===== config.mk =====
export PLATFORM = sky130hd
export DESIGN_NAME = mas16_ctrl
export DESIGN_NICKNAME = d
export VERILOG_FILES = /design/src/rtl/mas16_pkg.sv /design/src/rtl/mas16_decode.sv /design/src/rtl/mas16_ctrl.sv
export SDC_FILE = /design/constraint.sdc
export NUM_CORES = 1
export LEC_CHECK = 0
export ABC_AREA = 1
export CAP_MARGIN = 30
export CORE_ASPECT_RATIO = 0.8
export CORE_UTILIZATION = 48
export DETAILED_ROUTE_END_ITERATION = 8
export GPL_TIMING_DRIVEN = 0
export HOLD_SLACK_MARGIN = 0.15
export PLACE_DENSITY = 0.86
export SKIP_LAST_GASP = 1
export SYNTH_ARGS = -nofsm -noshare
export SYNTH_HDL_FRONTEND = slang
export SYNTH_SLANG_ARGS = --single-unit

===== constraint.sdc =====
create_clock -name clk -period 3.3 [get_ports clk]
set_input_delay 0.99 -clock clk [delete_from_list [all_inputs] [get_ports clk]]
set_output_delay 0.99 -clock clk [all_outputs]
set_load 0.005 [all_outputs]

===== src/rtl/mas16_pkg.sv =====
// mas16_pkg: shared definitions for the MAS16 sequencer.
//   - opcode encodings (instruction bits [15:12])
//   - instruction field positions
//   - FSM state and opB-source enums
package mas16_pkg;

   // Arithmetic
   localparam logic [3:0] OP_ADD  = 4'h0;
   localparam logic [3:0] OP_ADDI = 4'h1;
   localparam logic [3:0] OP_MUL  = 4'h2;
   localparam logic [3:0] OP_SRA  = 4'h3;
   // Logic
   localparam logic [3:0] OP_AND  = 4'h4;
   localparam logic [3:0] OP_OR   = 4'h5;
   localparam logic [3:0] OP_NOT  = 4'h6;
   localparam logic [3:0] OP_XOR  = 4'h7;
   // Memory
   localparam logic [3:0] OP_LD   = 4'h8;
   localparam logic [3:0] OP_ST   = 4'h9;
   localparam logic [3:0] OP_SET  = 4'hA;
   localparam logic [3:0] OP_HALT = 4'hB;
   // Conditional
   localparam logic [3:0] OP_SLT  = 4'hC;
   localparam logic [3:0] OP_SLTI = 4'hD;
   localparam logic [3:0] OP_BEQZ = 4'hE;
   localparam logic [3:0] OP_JMP  = 4'hF;

   // Instruction fields
   localparam int unsigned IR_OP_MSB = 15;
   localparam int unsigned IR_OP_LSB = 12;
   localparam int unsigned IR_RD_MSB = 11;
   localparam int unsigned IR_RD_LSB = 8;
   localparam int unsigned IR_RA_MSB = 7;
   localparam int unsigned IR_RA_LSB = 4;
   localparam int unsigned IR_RB_MSB = 3;
   localparam int unsigned IR_RB_LSB = 0;

   typedef enum logic [2:0] {
      S_FETCH  = 3'd0,
      S_DECODE = 3'd1,
      S_EXEC   = 3'd2,
      S_MEM    = 3'd3,
      S_WB     = 3'd4,
      S_HALT   = 3'd5
   } state_e;

   typedef enum logic [1:0] {
      SRC_RB = 2'd0,  // register RB data
      SRC_C4 = 2'd1,  // zero-extended ir[3:0]
      SRC_C8 = 2'd2   // zero-extended ir[7:0]
   } opb_src_e;

endpackage


===== src/rtl/mas16_decode.sv =====
// mas16_decode: combinational opcode decoder.
//   opcode_i   - instruction bits [15:12]
//   opb_src_o  - operand-B source select
//   wb_en_o    - result is written back to RD from the ALU
//   is_ld_o / is_st_o / is_br_o / is_jmp_o / is_halt_o - instruction class flags
module mas16_decode
   import mas16_pkg::*;
(
   input  logic [3:0] opcode_i,
   output opb_src_e   opb_src_o,
   output logic       wb_en_o,
   output logic       is_ld_o,
   output logic       is_st_o,
   output logic       is_br_o,
   output logic       is_jmp_o,
   output logic       is_halt_o
);

   always_comb begin
      opb_src_o = SRC_RB;
      wb_en_o   = 1'b0;
      is_ld_o   = 1'b0;
      is_st_o   = 1'b0;
      is_br_o   = 1'b0;
      is_jmp_o  = 1'b0;
      is_halt_o = 1'b0;
      unique case (opcode_i)
         OP_ADD, OP_MUL, OP_SRA, OP_AND, OP_OR, OP_NOT, OP_XOR, OP_SLT: begin
            wb_en_o = 1'b1;
         end
         OP_ADDI, OP_SLTI: begin
            opb_src_o = SRC_C4;
            wb_en_o   = 1'b1;
         end
         OP_SET: begin
            opb_src_o = SRC_C8;
            wb_en_o   = 1'b1;
         end
         OP_LD: begin
            opb_src_o = SRC_C4;
            is_ld_o   = 1'b1;
         end
         OP_ST: begin
            opb_src_o = SRC_C4;
            is_st_o   = 1'b1;
         end
         OP_BEQZ: begin
            opb_src_o = SRC_C4;
            is_br_o   = 1'b1;
         end
         OP_JMP: begin
            opb_src_o = SRC_C4;
            is_jmp_o  = 1'b1;
         end
         OP_HALT: begin
            is_halt_o = 1'b1;
         end
      endcase
   end

endmodule


===== src/rtl/mas16_ctrl.sv =====
// mas16_ctrl: multi-cycle fetch/decode/execute sequencer for the MAS16 datapath.
//   clk, rst_n             - clock, asynchronous active-low reset
//   mem_*                  - req/ack memory port (fetch, LD, ST)
//   rf_raddr_* / rf_rdata_* - register file read ports (RA, RB, RD fields)
//   rf_we/rf_waddr/rf_wdata - register file write port
//   alu_*                  - external combinational ALU operands, selects, result, zero flag
//   halted                 - HALT executed; only reset leaves this state
module mas16_ctrl
   import mas16_pkg::*;
#(
   parameter logic [15:0] RESET_PC = 16'h0000
) (
   input  logic        clk,
   input  logic        rst_n,
   output logic        mem_req,
   output logic        mem_we,
   output logic [15:0] mem_addr,
   output logic [15:0] mem_wdata,
   input  logic        mem_ack,
   input  logic [15:0] mem_rdata,
   output logic [3:0]  rf_raddr_a,
   output logic [3:0]  rf_raddr_b,
   output logic [3:0]  rf_raddr_d,
   input  logic [15:0] rf_rdata_a,
   input  logic [15:0] rf_rdata_b,
   input  logic [15:0] rf_rdata_d,
   output logic        rf_we,
   output logic [3:0]  rf_waddr,
   output logic [15:0] rf_wdata,
   output logic [15:0] alu_opA,
   output logic [15:0] alu_opB,
   output logic [15:0] alu_opD,
   output logic [1:0]  alu_selType,
   output logic [1:0]  alu_selOp,
   input  logic [15:0] alu_res,
   input  logic        alu_cbz,
   output logic        halted
);

   state_e      state_q, state_d;
   logic [15:0] pc_q, pc_d;
   logic [15:0] ir_q, ir_d;
   logic [15:0] opa_q, opa_d;
   logic [15:0] opb_q, opb_d;
   logic [15:0] opd_q, opd_d;
   logic [15:0] res_q, res_d;

   opb_src_e    opb_src;
   logic        wb_en, is_ld, is_st, is_br, is_jmp, is_halt;
   logic [15:0] opb_sel;
   logic        req_c, we_c;
   logic [15:0] addr_c;

   mas16_decode u_decode (
      .opcode_i  (ir_q[IR_OP_MSB:IR_OP_LSB]),
      .opb_src_o (opb_src),
      .wb_en_o   (wb_en),
      .is_ld_o   (is_ld),
      .is_st_o   (is_st),
      .is_br_o   (is_br),
      .is_jmp_o  (is_jmp),
      .is_halt_o (is_halt)
   );

   always_comb begin
      unique case (opb_src)
         SRC_C4:  opb_sel = {12'h000, ir_q[IR_RB_MSB:IR_RB_LSB]};
         SRC_C8:  opb_sel = {8'h00, ir_q[IR_RA_MSB:IR_RB_LSB]};
         default: opb_sel = rf_rdata_b;
      endcase
   end

   always_comb begin
      state_d = state_q;
      pc_d    = pc_q;
      ir_d    = ir_q;
      opa_d   = opa_q;
      opb_d   = opb_q;
      opd_d   = opd_q;
      res_d   = res_q;
      req_c   = 1'b0;
      we_c    = 1'b0;
      addr_c  = 16'h0000;
      unique case (state_q)
         S_FETCH: begin
            req_c  = 1'b1;
            addr_c = pc_q;
            if (mem_ack) begin
               ir_d    = mem_rdata;
               pc_d    = pc_q + 16'd1;
               state_d = S_DECODE;
            end
         end
         S_DECODE: begin
            opa_d   = rf_rdata_a;
            opb_d   = opb_sel;
            opd_d   = rf_rdata_d;
            state_d = is_halt ? S_HALT : S_EXEC;
         end
         S_EXEC: begin
            res_d = alu_res;
            if (is_jmp || (is_br && alu_cbz)) pc_d = alu_res;
            if (is_ld || is_st)               state_d = S_MEM;
            else if (wb_en)                   state_d = S_WB;
            else                              state_d = S_FETCH;
         end
         S_MEM: begin
            req_c  = 1'b1;
            we_c   = is_st;
            addr_c = res_q;
            if (mem_ack) begin
               if (is_ld) begin
                  // res_q has served as the address; reuse it to carry load data to WB
                  res_d   = mem_rdata;
                  state_d = S_WB;
               end else begin
                  state_d = S_FETCH;
               end
            end
         end
         S_WB:    state_d = S_FETCH;
         S_HALT:  state_d = S_HALT;
         default: state_d = S_FETCH;
      endcase
   end

   always_ff @(posedge clk or negedge rst_n) begin
      if (!rst_n) begin
         state_q <= S_FETCH;
         pc_q    <= RESET_PC;
         ir_q    <= '0;
         opa_q   <= '0;
         opb_q   <= '0;
         opd_q   <= '0;
         res_q   <= '0;
      end else begin
         state_q <= state_d;
         pc_q    <= pc_d;
         ir_q    <= ir_d;
         opa_q   <= opa_d;
         opb_q   <= opb_d;
         opd_q   <= opd_d;
         res_q   <= res_d;
      end
   end

   // Gating with rst_n drops an in-flight request the moment reset asserts and keeps
   // the port quiet while the state register sits in S_FETCH during reset.
   assign mem_req   = req_c & rst_n;
   assign mem_we    = we_c & rst_n;
   assign mem_addr  = mem_req ? addr_c : 16'h0000;
   assign mem_wdata = mem_we ? opd_q : 16'h0000;

   assign rf_raddr_a = ir_q[IR_RA_MSB:IR_RA_LSB];
   assign rf_raddr_b = ir_q[IR_RB_MSB:IR_RB_LSB];
   assign rf_raddr_d = ir_q[IR_RD_MSB:IR_RD_LSB];
   assign rf_we      = (state_q == S_WB);
   assign rf_waddr   = rf_we ? ir_q[IR_RD_MSB:IR_RD_LSB] : 4'h0;
   assign rf_wdata   = rf_we ? res_q : 16'h0000;

   assign alu_opA     = opa_q;
   assign alu_opB     = opb_q;
   assign alu_opD     = opd_q;
   assign alu_selType = ir_q[15:14];
   assign alu_selOp   = ir_q[13:12];

   assign halted = (state_q == S_HALT);

endmodule


## Word-level counts from Yosys, hierarchy flattened

Index checks and enable logic that the tools add are counted.

| operators by class | value |
|---|---|
| add/sub/neg operators | 1 |
| reductions and logical operators | 14 |
| muxes and demuxes | 28 |
| bitwise logic cells | 2 |
| equal/unequal tests | 26 |

Operators with widths:

| kind | count |
|---|---|
| 16-bit case mux with 2 select lines | 4 |
| 16-bit 2-to-1 mux | 7 |
| 4-bit == test (second input constant) | 8 |
| 3-bit 2-to-1 mux | 6 |
| 16-bit by 1-bit adder with 16-bit output (second input constant) | 1 |
| 4-bit by 3-bit == test with 1-bit output (second input constant) | 4 |
| 3-bit case mux with 5 select lines | 1 |
| 11-bit OR reduction | 1 |
| 4-bit by 2-bit == test with 1-bit output (second input constant) | 2 |
| 1-bit 2-to-1 mux | 8 |
| 2-bit inequality test (second input constant) | 4 |
| 3-bit by 2-bit == test with 1-bit output (second input constant) | 2 |
| 3-bit == test (second input constant) | 2 |
| 3-bit AND reduction | 2 |
| 6-bit OR reduction | 1 |
| 4-bit by 1-bit == test with 1-bit output (second input constant) | 1 |
| 4-bit logical NOT | 1 |
| 4-bit 2-to-1 mux | 1 |
| 2-bit case mux with 2 select lines | 1 |
| 2-bit AND reduction | 2 |
| 2-bit nonzero test | 2 |
| 3-bit by 1-bit == test with 1-bit output (second input constant) | 1 |
| 3-bit logical NOT | 1 |
| 1-bit AND | 2 |
| 5 further kinds | 6 |

| word-level totals | value |
|---|---|
| flip-flop bits (word level) | 99 |

## Longest topological paths before layout

Gate-level depths: netlist of run 1.

| logic depth | value |
|---|---|
| depth in word-level cells | 6 |
| mapped depth | 10 |
| mapped depth without buffers | 10 |

## Modules after synthesis

From an unflattened synthesis of run 1, not the netlist that was laid out.

| second synthesis, totals | value |
|---|---|
| cells, all modules | 711 |
| area total of the unflattened synthesis | 5171.2 sq um |

By module, submodules not included:

| module | area an instance (sq um) | instances | cells an instance |
|---|---|---|---|
| mas16_ctrl | 5081.1 | 1 | 689 |
| mas16_decode | 90.1 | 1 | 22 |

## Worst setup path after synthesis of run 1

No wires, ideal clock.

| timing | value |
|---|---|
| kind | input -> output |
| from | in rst_n |
| to | out mem_wdata[10] |
| arrival | 1.506 ns |
| data required time | 2.310 ns |
| cell stages on the path | 5 |
| setup slack | 0.804 ns |
| cell sequence | nand3_1 nor2_2 inv_2 buf_6 nor2_2 |

| between the ends | value |
|---|---|
| word-level cells in the longest chain between the ends | 2 |

Ends and longest elaborated chain:

| element | RTL line | source |
|---|---|---|
| from (decl) | mas16_ctrl.sv:14 | `input logic rst_n,` |
| 1-bit AND | mas16_ctrl.sv:150 | `assign mem_we = we_c & rst_n;` |
| via mem_we | mas16_ctrl.sv:16 | `output logic mem_we,` |
| 16-bit 2-to-1 mux | mas16_ctrl.sv:152 | `assign mem_wdata = mem_we ? opd_q : 16'h0000;` |
| to (decl) | mas16_ctrl.sv:18 | `output logic [15:0] mem_wdata,` |

The timed path passes the listed nets, and every way through them passes these cells.

## Worst setup path after layout of run 1

| timing | value |
|---|---|
| from | reg state_q[2] |
| to | out mem_wdata[10] |

| between the ends | value |
|---|---|
| word-level cells in the longest chain between the ends | 4 |

Ends and longest elaborated chain:

| element | RTL line | source |
|---|---|---|
| from (decl) | mas16_ctrl.sv:40 | `state_e state_q, state_d;` |
| from (signal assigned) | mas16_ctrl.sv:137 | `state_q <= state_d;` |
| 3-bit by 2-bit == test with 1-bit output | mas16_ctrl.sv:84 | `unique case (state_q)` |
| 1-bit 2-to-1 mux | mas16_ctrl.sv:84 |  |
| 1-bit AND | mas16_ctrl.sv:150 |  |
| 16-bit 2-to-1 mux | mas16_ctrl.sv:152 |  |

Every way passes these cells.

==> results_tabular.tex, run 1 <==
\begin{tabular}{lr}
\hline
Metric & Value \\
\hline
\multicolumn{2}{l}{\textbf{Global route}} \\
\quad Largest net degree at the start of global routing & 58 \\
\quad Residual overflow from global routing & 0 \\
\quad Vias in the first global route & 5305 \\
\quad Initial antenna violation count & 0 \\
\quad Combined global-route utilization of all metal layers & 0.308 \\
\quad Global-route wire length before repair & 26.7 mm \\
\multicolumn{2}{l}{\textbf{Critical path}} \\
\quad Ordered cell list for the critical path & inv\_2 > nand3\_2 > buf\_8 > inv\_4 > nand3\_2 > nor2\_4 > inv\_4 > buf\_6 > nor2\_2 > clkdlybuf4s50\_1 \\
\quad Capturing element type of the critical path & output pin \\
\quad Data arrival at the endpoint of the critical path & 2.31 ns \\
\quad Required time of the worst setup path & 2.31 ns \\
\quad Setup Crit Path Kind & flip-flop to output pin \\
\quad Highest-delay cell along the critical path & clkdlybuf4s50\_1 \\
\quad Startpoint type of the worst setup path & flip-flop \\
\quad Slowest stage delay, CP & 0.51 ns \\
\quad Worst-path fanout max & 10 \\
\multicolumn{2}{l}{\textbf{STA}} \\
\quad Final worst-path cycle share & 1.00 \\
\quad Setup TNS & 0 ns \\
\quad RSZ-0062 raised after global routing & yes \\
\quad Final hold violation count & 0 \\
\quad Rel. slew slack & 0.562 \\
\quad Post-route clock skew & 0.00478 ns \\
\quad Hold Worst Slack & 0.448 ns \\
\quad Max Freq & 303 MHz \\
\quad Final slew viol count & 0 \\
\quad Final setup violation count & 0 \\
\quad Slew @ Worst Pin & 0.657 ns \\
\quad Minimum period implied by the final worst setup slack & 3.30 ns \\
\multicolumn{2}{l}{\textbf{Synthesis}} \\
\quad Post-synthesis compound-gate area fraction & 0.126 \\
\quad Number of register bits inferred by synthesis & 99 \\
\quad Number of warnings issued by yosys & 0 \\
\quad Proportion of synthesized chip area in sequential cells & 0.475 \\
\quad Cell count after synthesis & 730 \\
\quad Combinational family with the most area after synthesis & simple AND/OR/NAND/NOR gates \\
\quad Netlist cell types & 29 \\
\quad Simple-Gate Fraction of Synth Area & 0.289 \\
\quad Post-Synth Adder-Cell Area & 0.00719 \\
\quad XOR/XNOR Fraction of Synth Area & 0.00168 \\
\quad Multiplexer area fraction after synthesis & 0.00863 \\
\quad Average size of a mapped cell & 7.15 sq um \\
\quad Syn Std Cell Area & 5220 sq um \\
\quad Net count after synthesis & 817 \\
\multicolumn{2}{l}{\textbf{Place}} \\
\quad RePlAce Congestion & 0.919 \\
\quad HPWL after detailed placement & 12.5 mm \\
\quad Placed Area & 7450 sq um \\
\quad Port Buf Inserts & 203 \\
\quad Cell total after placement & 1074 \\
\multicolumn{2}{l}{\textbf{Cells and area}} \\
\quad Cell area after layout & 7960 sq um \\
\quad Final Non-Filler Cells & 1098 \\
\quad Layout fillers & 763 \\
\quad Antenna diode count & 0 \\
\quad Share of post-route cells with drive strength above 1 & 0.0731 \\
\quad Final nets & 1041 \\
\quad Layout area overhead & 52.5\% \\
\multicolumn{2}{l}{\textbf{Power and ir drop}} \\
\quad Total power per unit cell area & 854 nW/um\^{}2 \\
\quad Worst VDD drop & 0.000550 V \\
\quad Leakage & 0.00373 uW \\
\multicolumn{2}{l}{\textbf{Clocking}} \\
\quad Total number of H-tree levels & 3 \\
\quad Clock buffer count from CTS & 9 \\
\quad Clock latency of the later-clocked register in the worst-skew pair & 0.34 ns \\
\quad Clock transition time at the flip-flop clock pins of the worst setup and hold paths & 0.07 ns \\
\quad Clock tree buffer depth & 2 \\
\quad TritonCTS sink count & 99 \\
\quad Clock Root Buffer & clkbuf\_16 \\
\quad CTS tree & built \\
\multicolumn{2}{l}{\textbf{Floorplan}} \\
\quad Boundary pin count & 204 \\
\quad Die ar. & 11300 sq um \\
\quad Placeable Area & 10400 sq um \\
\quad Height of the die & 95.3 um \\
\quad Std-Cell Rows & 33 \\
\quad Initial cell density of the core & 0.502 \\
\quad Die W & 119 um \\
\multicolumn{2}{l}{\textbf{Route}} \\
\quad Detailed-route vias per instance & 5.23 \\
\quad First-pass iteration count of the detailed router & 6 \\
\quad DR iter-0 viols & 484 \\
\quad Final wirelength & 17.4 mm \\
\quad Count of nets left with antenna violations after detail routing & 0 \\
\quad Routed length per instance & 15.8 um \\
\quad Total via count in the routed design & 5738 \\
\quad Remaining routing DRC violations & 0 \\
\multicolumn{2}{l}{\textbf{Min path}} \\
\quad Worst hold path type & input port to async pin \\
\multicolumn{2}{l}{\textbf{Run status}} \\
\quad Status & finished clean \\
\multicolumn{2}{l}{\textbf{Job}} \\
\quad Max Cap Viol & 0 \\
\hline
\end{tabular}
[where the power goes]
group	internal [uW]	switching [uW]	leakage (uW)
logic	1550	1820	0.00235
registers	1790	474	0.00123
clock network	702	454	0.000162
[cells in the final DEF, fill, tap and decap left out, drive strengths merged]
cell type / instances
o211ai: 1
nor3: 4
nand3: 26
mux2: 4
o22ai: 1
nand4: 4
o221ai: 1
dfrtp: 99
clkinv: 3
clkbuf: 26
nand3b: 2
bufbuf: 2
buf: 26
nand2: 253
nor2: 83
o21ai: 91
bufinv: 2
o21bai: 2
ha: 3
or2: 3
dlymetal6s2s: 1
a21oi: 31
xor2: 1
clkdlybuf4s50: 201
inv: 88
[state kept, by name, summed over array words and instances, names as in the netlist]
| name | flops |
|---|---|
| alu_opA | 16 |
| alu_opB | 16 |
| alu_opD | 16 |
| ir_q | 16 |
| pc_q | 16 |
| res_q | 16 |
| state_q | 3 |
[cells by family (layout without fill, tap and decap cells)]
family	Yosys count	after routing
multiplexers	4	4
buffers and inverters	121	349
flip-flops	99	99
XOR/XNOR	1	1
AO/OA/AOI/OAI	127	127
AND/OR/NAND/NOR	375	375
adder cells (fa/ha/maj)	3	3
[worst max-delay path: cells and delay by family, from the launching register on]
family | cells | cell delay (ns)
and+or+nand+nor | 4 | 0.50
DFF | 1 | 0.39
buffers and inverters | 6 | 1.08
[cell usage after synthesis (all sizes together)]
library cell / count / area share
nand3b: 2 / 0.0029
nand3: 26 / 0.026
xor2: 1 / 0.0017
clkbuf: 13 / 0.0094
o21ai: 91 / 0.089
or2: 3 / 0.0036
mux2: 4 / 0.0086
o221ai: 1 / 0.0017
nand4: 4 / 0.0048
buf: 19 / 0.020
nand2: 253 / 0.18
ha: 3 / 0.0072
a21oi: 31 / 0.030
o21bai: 2 / 0.0029
nor3: 4 / 0.0038
dfrtp: 99 / 0.47
o211ai: 1 / 0.0014
nor2: 83 / 0.065
inv: 89 / 0.064
o22ai: 1 / 0.0012
[per-stage QoR]
step                worst slack, ns  utilization  power (uW)
floorplan                     0.804            -        3890
CTS                          0.0225        0.761        6720
global route                 -0.111        0.765        7280
detailed placement           -0.520        0.716        5480
finish                     0.000442        0.765        6790
global placement              -4.28        0.714        5370
[area by class of cell]
type | instances | area, sq um | area share
Inverter | 89 | 344 | 0.0432
Timing Repair Buffer | 213 | 2200 | 0.276
Clock buffer | 11 | 253 | 0.0318
Tap cell | 140 | 175 | 0.0220
Clock inverter | 4 | 73.8 | 0.00928
Sequential cell | 99 | 2480 | 0.311
Multi-Input combinational cell | 510 | 2270 | 0.286
Buffer | 32 | 165 | 0.0208
[routing by layer]
metal / GRT usage / routed length [um] / share of wire / vias up
met1: 0.398 / 7340 / 0.42 / 2640
met5: 0 / 0 / 0 / -
met2: 0.508 / 8050 / 0.46 / 329
met4: 0.0770 / 228 / 0.013 / 0
li1: - / - / - / 2732
met3: 0.0945 / 1750 / 0.10 / 37
[worst paths after layout]
| path | startpoint | end | slack [ns] | cells after the start |
|---|---|---|---|---|
| setup / recovery | state_q[2]$_DFFE_PN0P_ | mem_wdata[10] | 0.0004 | 10 |
| min in group clk | alu_opA[13]$_DFFE_PN0N_ | alu_opA[13]$_DFFE_PN0N_ | 0.48 | 2 |
| max in group asynchronous | rst_n | alu_opB[6]$_DFFE_PN0N_ | 2.37 | 2 |
| hold / removal | rst_n | ir_q[6]$_DFFE_PN0P_ | 0.45 | 1 |
| hold reg to reg | alu_opA[13]$_DFFE_PN0N_ | alu_opA[13]$_DFFE_PN0N_ | 0.48 | 2 |
| setup reg to reg | ir_q[12]$_DFFE_PN0P_ | alu_opB[0]$_DFFE_PN0N_ | 1.01 | 9 |
[timing repair]
item | CTS | global route
hold buffers | 0 | 0
buffers inserted | 4 | 3
gates cloned | 2 | 0
endpoints found under the hold margin | 0 | 0
endpoints found under the setup margin | 34 | 24
gates resized for setup | 10 | 6
pin swaps | 1 | 2
Power figures use the tool's default switching activity.
==> run 2, diff against run 1 <==
--- a/config.mk
+++ b/config.mk
@@ -13,4 +13,5 @@
 export GPL_TIMING_DRIVEN = 0
 export HOLD_SLACK_MARGIN = 0.15
+export MAX_ROUTING_LAYER = met4
 export PLACE_DENSITY = 0.86
 export SKIP_LAST_GASP = 1
==> constraint.sdc (replaced) <==
create_clock -name clk -period 3.3 [get_ports clk]
set_input_delay 0.495 -clock clk [delete_from_list [all_inputs] [get_ports clk]]
set_output_delay 0.495 -clock clk [all_outputs]
set_load 0.005 [all_outputs]
==> run 2 against run 1 <==
Net effect: cell count is 0.82% lower; die area stayed put; wire length is 3.6% lower; utilization is 1.7 points lower; non-clock buffer count is 9 lower; register-to-register slack worse by 0.02 ns; worst setup slack better by 0.31 ns; via count is 1.9% lower; global-route usage is 0.18 points lower.
==> results_tabular.tex, run 2 (synthesis results as in run 1) <==
\begin{tabular}{lr}
\hline
Metric & Value \\
\hline
\multicolumn{2}{l}{\textbf{Critical path}} \\
\quad Worst-path fanout max & 10 \\
\quad Setup Crit Path Kind & flip-flop to output pin \\
\quad Required time of the worst setup path & 2.80 ns \\
\quad End point of the critical path & mem\_wdata[8] \\
\quad Startpoint of the most critical setup path & state\_q[2]\$\_DFFE\_PN0P\_ \\
\quad Data arrival at the endpoint of the critical path & 2.49 ns \\
\quad Depth of the worst register-to-register path & 9 \\
\quad Reg-to-reg critical path startpoint & ir\_q[13]\$\_DFFE\_PN0P\_ \\
\quad Worst reg2reg endpoint & alu\_opB[3]\$\_DFFE\_PN0N\_ \\
\quad Capturing element type of the critical path & output pin \\
\quad Startpoint type of the worst setup path & flip-flop \\
\quad R2R Setup Slk & 0.99 ns \\
\multicolumn{2}{l}{\textbf{Power and ir drop}} \\
\quad Total power per unit cell area & 861 nW/um\^{}2 \\
\quad Worst VDD drop & 0.000546 V \\
\quad Power, Total & 6690 uW \\
\quad Leakage & 0.00363 uW \\
\multicolumn{2}{l}{\textbf{Min path}} \\
\quad Worst hold path type & input port to async pin \\
\multicolumn{2}{l}{\textbf{Floorplan}} \\
\quad Die W & 119 um \\
\quad Boundary pin count & 204 \\
\quad Std-Cell Rows & 33 \\
\quad Height of the die & 95.3 um \\
\quad Die ar. & 11300 sq um \\
\quad Placeable Area & 10400 sq um \\
\quad Initial cell density of the core & 0.502 \\
\multicolumn{2}{l}{\textbf{Cells and area}} \\
\quad Share of post-route cells with drive strength above 1 & 0.0632 \\
\quad Commonest non-fill, non-tap cell in the layout & nand2\_1 \\
\quad Layout area overhead & 49.0\% \\
\quad Layout fillers & 797 \\
\quad Cell area after layout & 7780 sq um \\
\quad Leading cell types in the layout, fill and taps excluded & nand2\_1, clkdlybuf4s50\_1, dfrtp\_1 \\
\quad Antenna diode count & 0 \\
\quad Final nets & 1032 \\
\multicolumn{2}{l}{\textbf{Clocking}} \\
\quad Clock buffer count from CTS & 9 \\
\quad Number of gates resized after cts & 0 \\
\quad CTS Hold Bufs & 0 \\
\quad Total number of H-tree levels & 3 \\
\quad Clock latency of the later-clocked register in the worst-skew pair & 0.34 ns \\
\quad Clock Root Buffer & clkbuf\_16 \\
\quad Clock tree buffer depth & 2 \\
\quad TritonCTS sink count & 99 \\
\quad Clock transition time at the flip-flop clock pins of the worst setup and hold paths & 0.06 ns \\
\quad CTS tree & built \\
\quad Setup Buffers After CTS & 0 \\
\multicolumn{2}{l}{\textbf{Global route}} \\
\quad Global-route wire length before repair & 25.8 mm \\
\quad Initial antenna violation count & 0 \\
\quad Largest net degree at the start of global routing & 58 \\
\quad Combined global-route utilization of all metal layers & 0.306 \\
\quad Residual overflow from global routing & 0 \\
\quad Vias in the first global route & 5158 \\
\multicolumn{2}{l}{\textbf{Place}} \\
\quad RePlAce Congestion & 0.935 \\
\quad HPWL after detailed placement & 12.5 mm \\
\quad Port Buf Inserts & 203 \\
\quad Placed Area & 7450 sq um \\
\multicolumn{2}{l}{\textbf{STA}} \\
\quad Max Freq & 335 MHz \\
\quad Setup TNS & 0 ns \\
\quad Final hold violation count & 0 \\
\quad Final slew viol count & 0 \\
\quad Final worst-path cycle share & 0.905 \\
\quad Minimum period implied by the final worst setup slack & 2.99 ns \\
\quad Post-route clock skew & 0.00587 ns \\
\quad Final setup violation count & 0 \\
\quad Slew @ Worst Pin & 0.664 ns \\
\quad RSZ-0062 raised after global routing & no \\
\quad Rel. slew slack & 0.558 \\
\multicolumn{2}{l}{\textbf{Run status}} \\
\quad Status & finished clean \\
\multicolumn{2}{l}{\textbf{Route}} \\
\quad Total via count in the routed design & 5627 \\
\quad Routed length per instance & 15.4 um \\
\quad Detailed-route vias per instance & 5.17 \\
\quad DR iter-0 viols & 505 \\
\quad Final wirelength & 16.7 mm \\
\quad First-pass iteration count of the detailed router & 5 \\
\quad Remaining routing DRC violations & 0 \\
\quad Count of nets left with antenna violations after detail routing & 0 \\
\multicolumn{2}{l}{\textbf{Job}} \\
\quad Max Cap Viol & 0 \\
\hline
\end{tabular}
[run 2: cell count changes in the layout (fill, tap and decap cells not counted), moves of 2 or more]
| cell | previous run | this run |
|---|---|---|
| buf_4 | 7 | 2 |
| inv_2 | 3 | 6 |
| buf_2 | 15 | 17 |
| bufbuf_16 | 2 | 0 |
| clkbuf_4 | 2 | 0 |
| inv_4 | 2 | 0 |
[run 2: layout make-up]
class	instances	area, sq um	area share
timing repair buffer	204	2060	0.264
inverter	89	334	0.0430
tap	140	175	0.0225
buffer	32	153	0.0196
clock inverter	4	73.8	0.00949
multi-input combinational	510	2250	0.290
sequential	99	2480	0.319
clock buffer	11	253	0.0325
[run 2: per-layer routing]
| metal | up-vias | track usage | wire length (um) |
|---|---|---|---|
| li1 | 2709 | - | - |
| met1 | 2632 | 0.399 | 7460 |
| met2 | 275 | 0.484 | 7710 |
| met3 | 11 | 0.0783 | 1460 |
| met4 | 0 | 0.0675 | 114 |
| met5 | - | - | 0 |
[run 2: report_power, final]
group          switching, uW  total, uW  internal, uW
clock                    458       1160           702
combinational           1780       3270          1500
sequential               467       2260          1790
total                   2700       6690          3990
[run 2: critical path, cell delays in order, from the launching register on]
cell             delay (ns)
dfrtp_1                0.41
inv_2                  0.11
nand3_2                0.11
buf_4                  0.21
inv_2                  0.10
nand3_1                0.09
nor2_2                 0.24
inv_2                  0.12
buf_6                  0.17
nor2_2                 0.07
clkdlybuf4s50_1        0.51
[run 2: worst min-delay path by stage]
stage | endpoint | slack (ns) | cells past startpoint
2_1_floorplan | alu_opA[0]$_DFFE_PN0N_ | 0.20 | 0
3_3_place_gp | alu_opA[1]$_DFFE_PN0N_ | 0.46 | 2
3_5_place_dp | alu_opA[13]$_DFFE_PN0N_ | 0.46 | 2
4_1_cts | alu_opD[0]$_DFFE_PN0N_ | 0.18 | 1
5_1_grt | pc_q[2]$_DFFE_PN0P_ | 0.20 | 1
6_report | alu_opD[15]$_DFFE_PN0N_ | 0.16 | 1
[run 2: through the flow]
step                utilization  hold WS [ns]  std cells  setup slack, ns
CTS                       0.747         0.181       1089            0.323
global placement          0.714         0.461       1073            -3.29
global route              0.747         0.199       1089            0.146
detailed placement        0.716         0.465       1074            0.470
finish                    0.747         0.159       1089            0.314
floorplan                     -         0.199        730             1.47
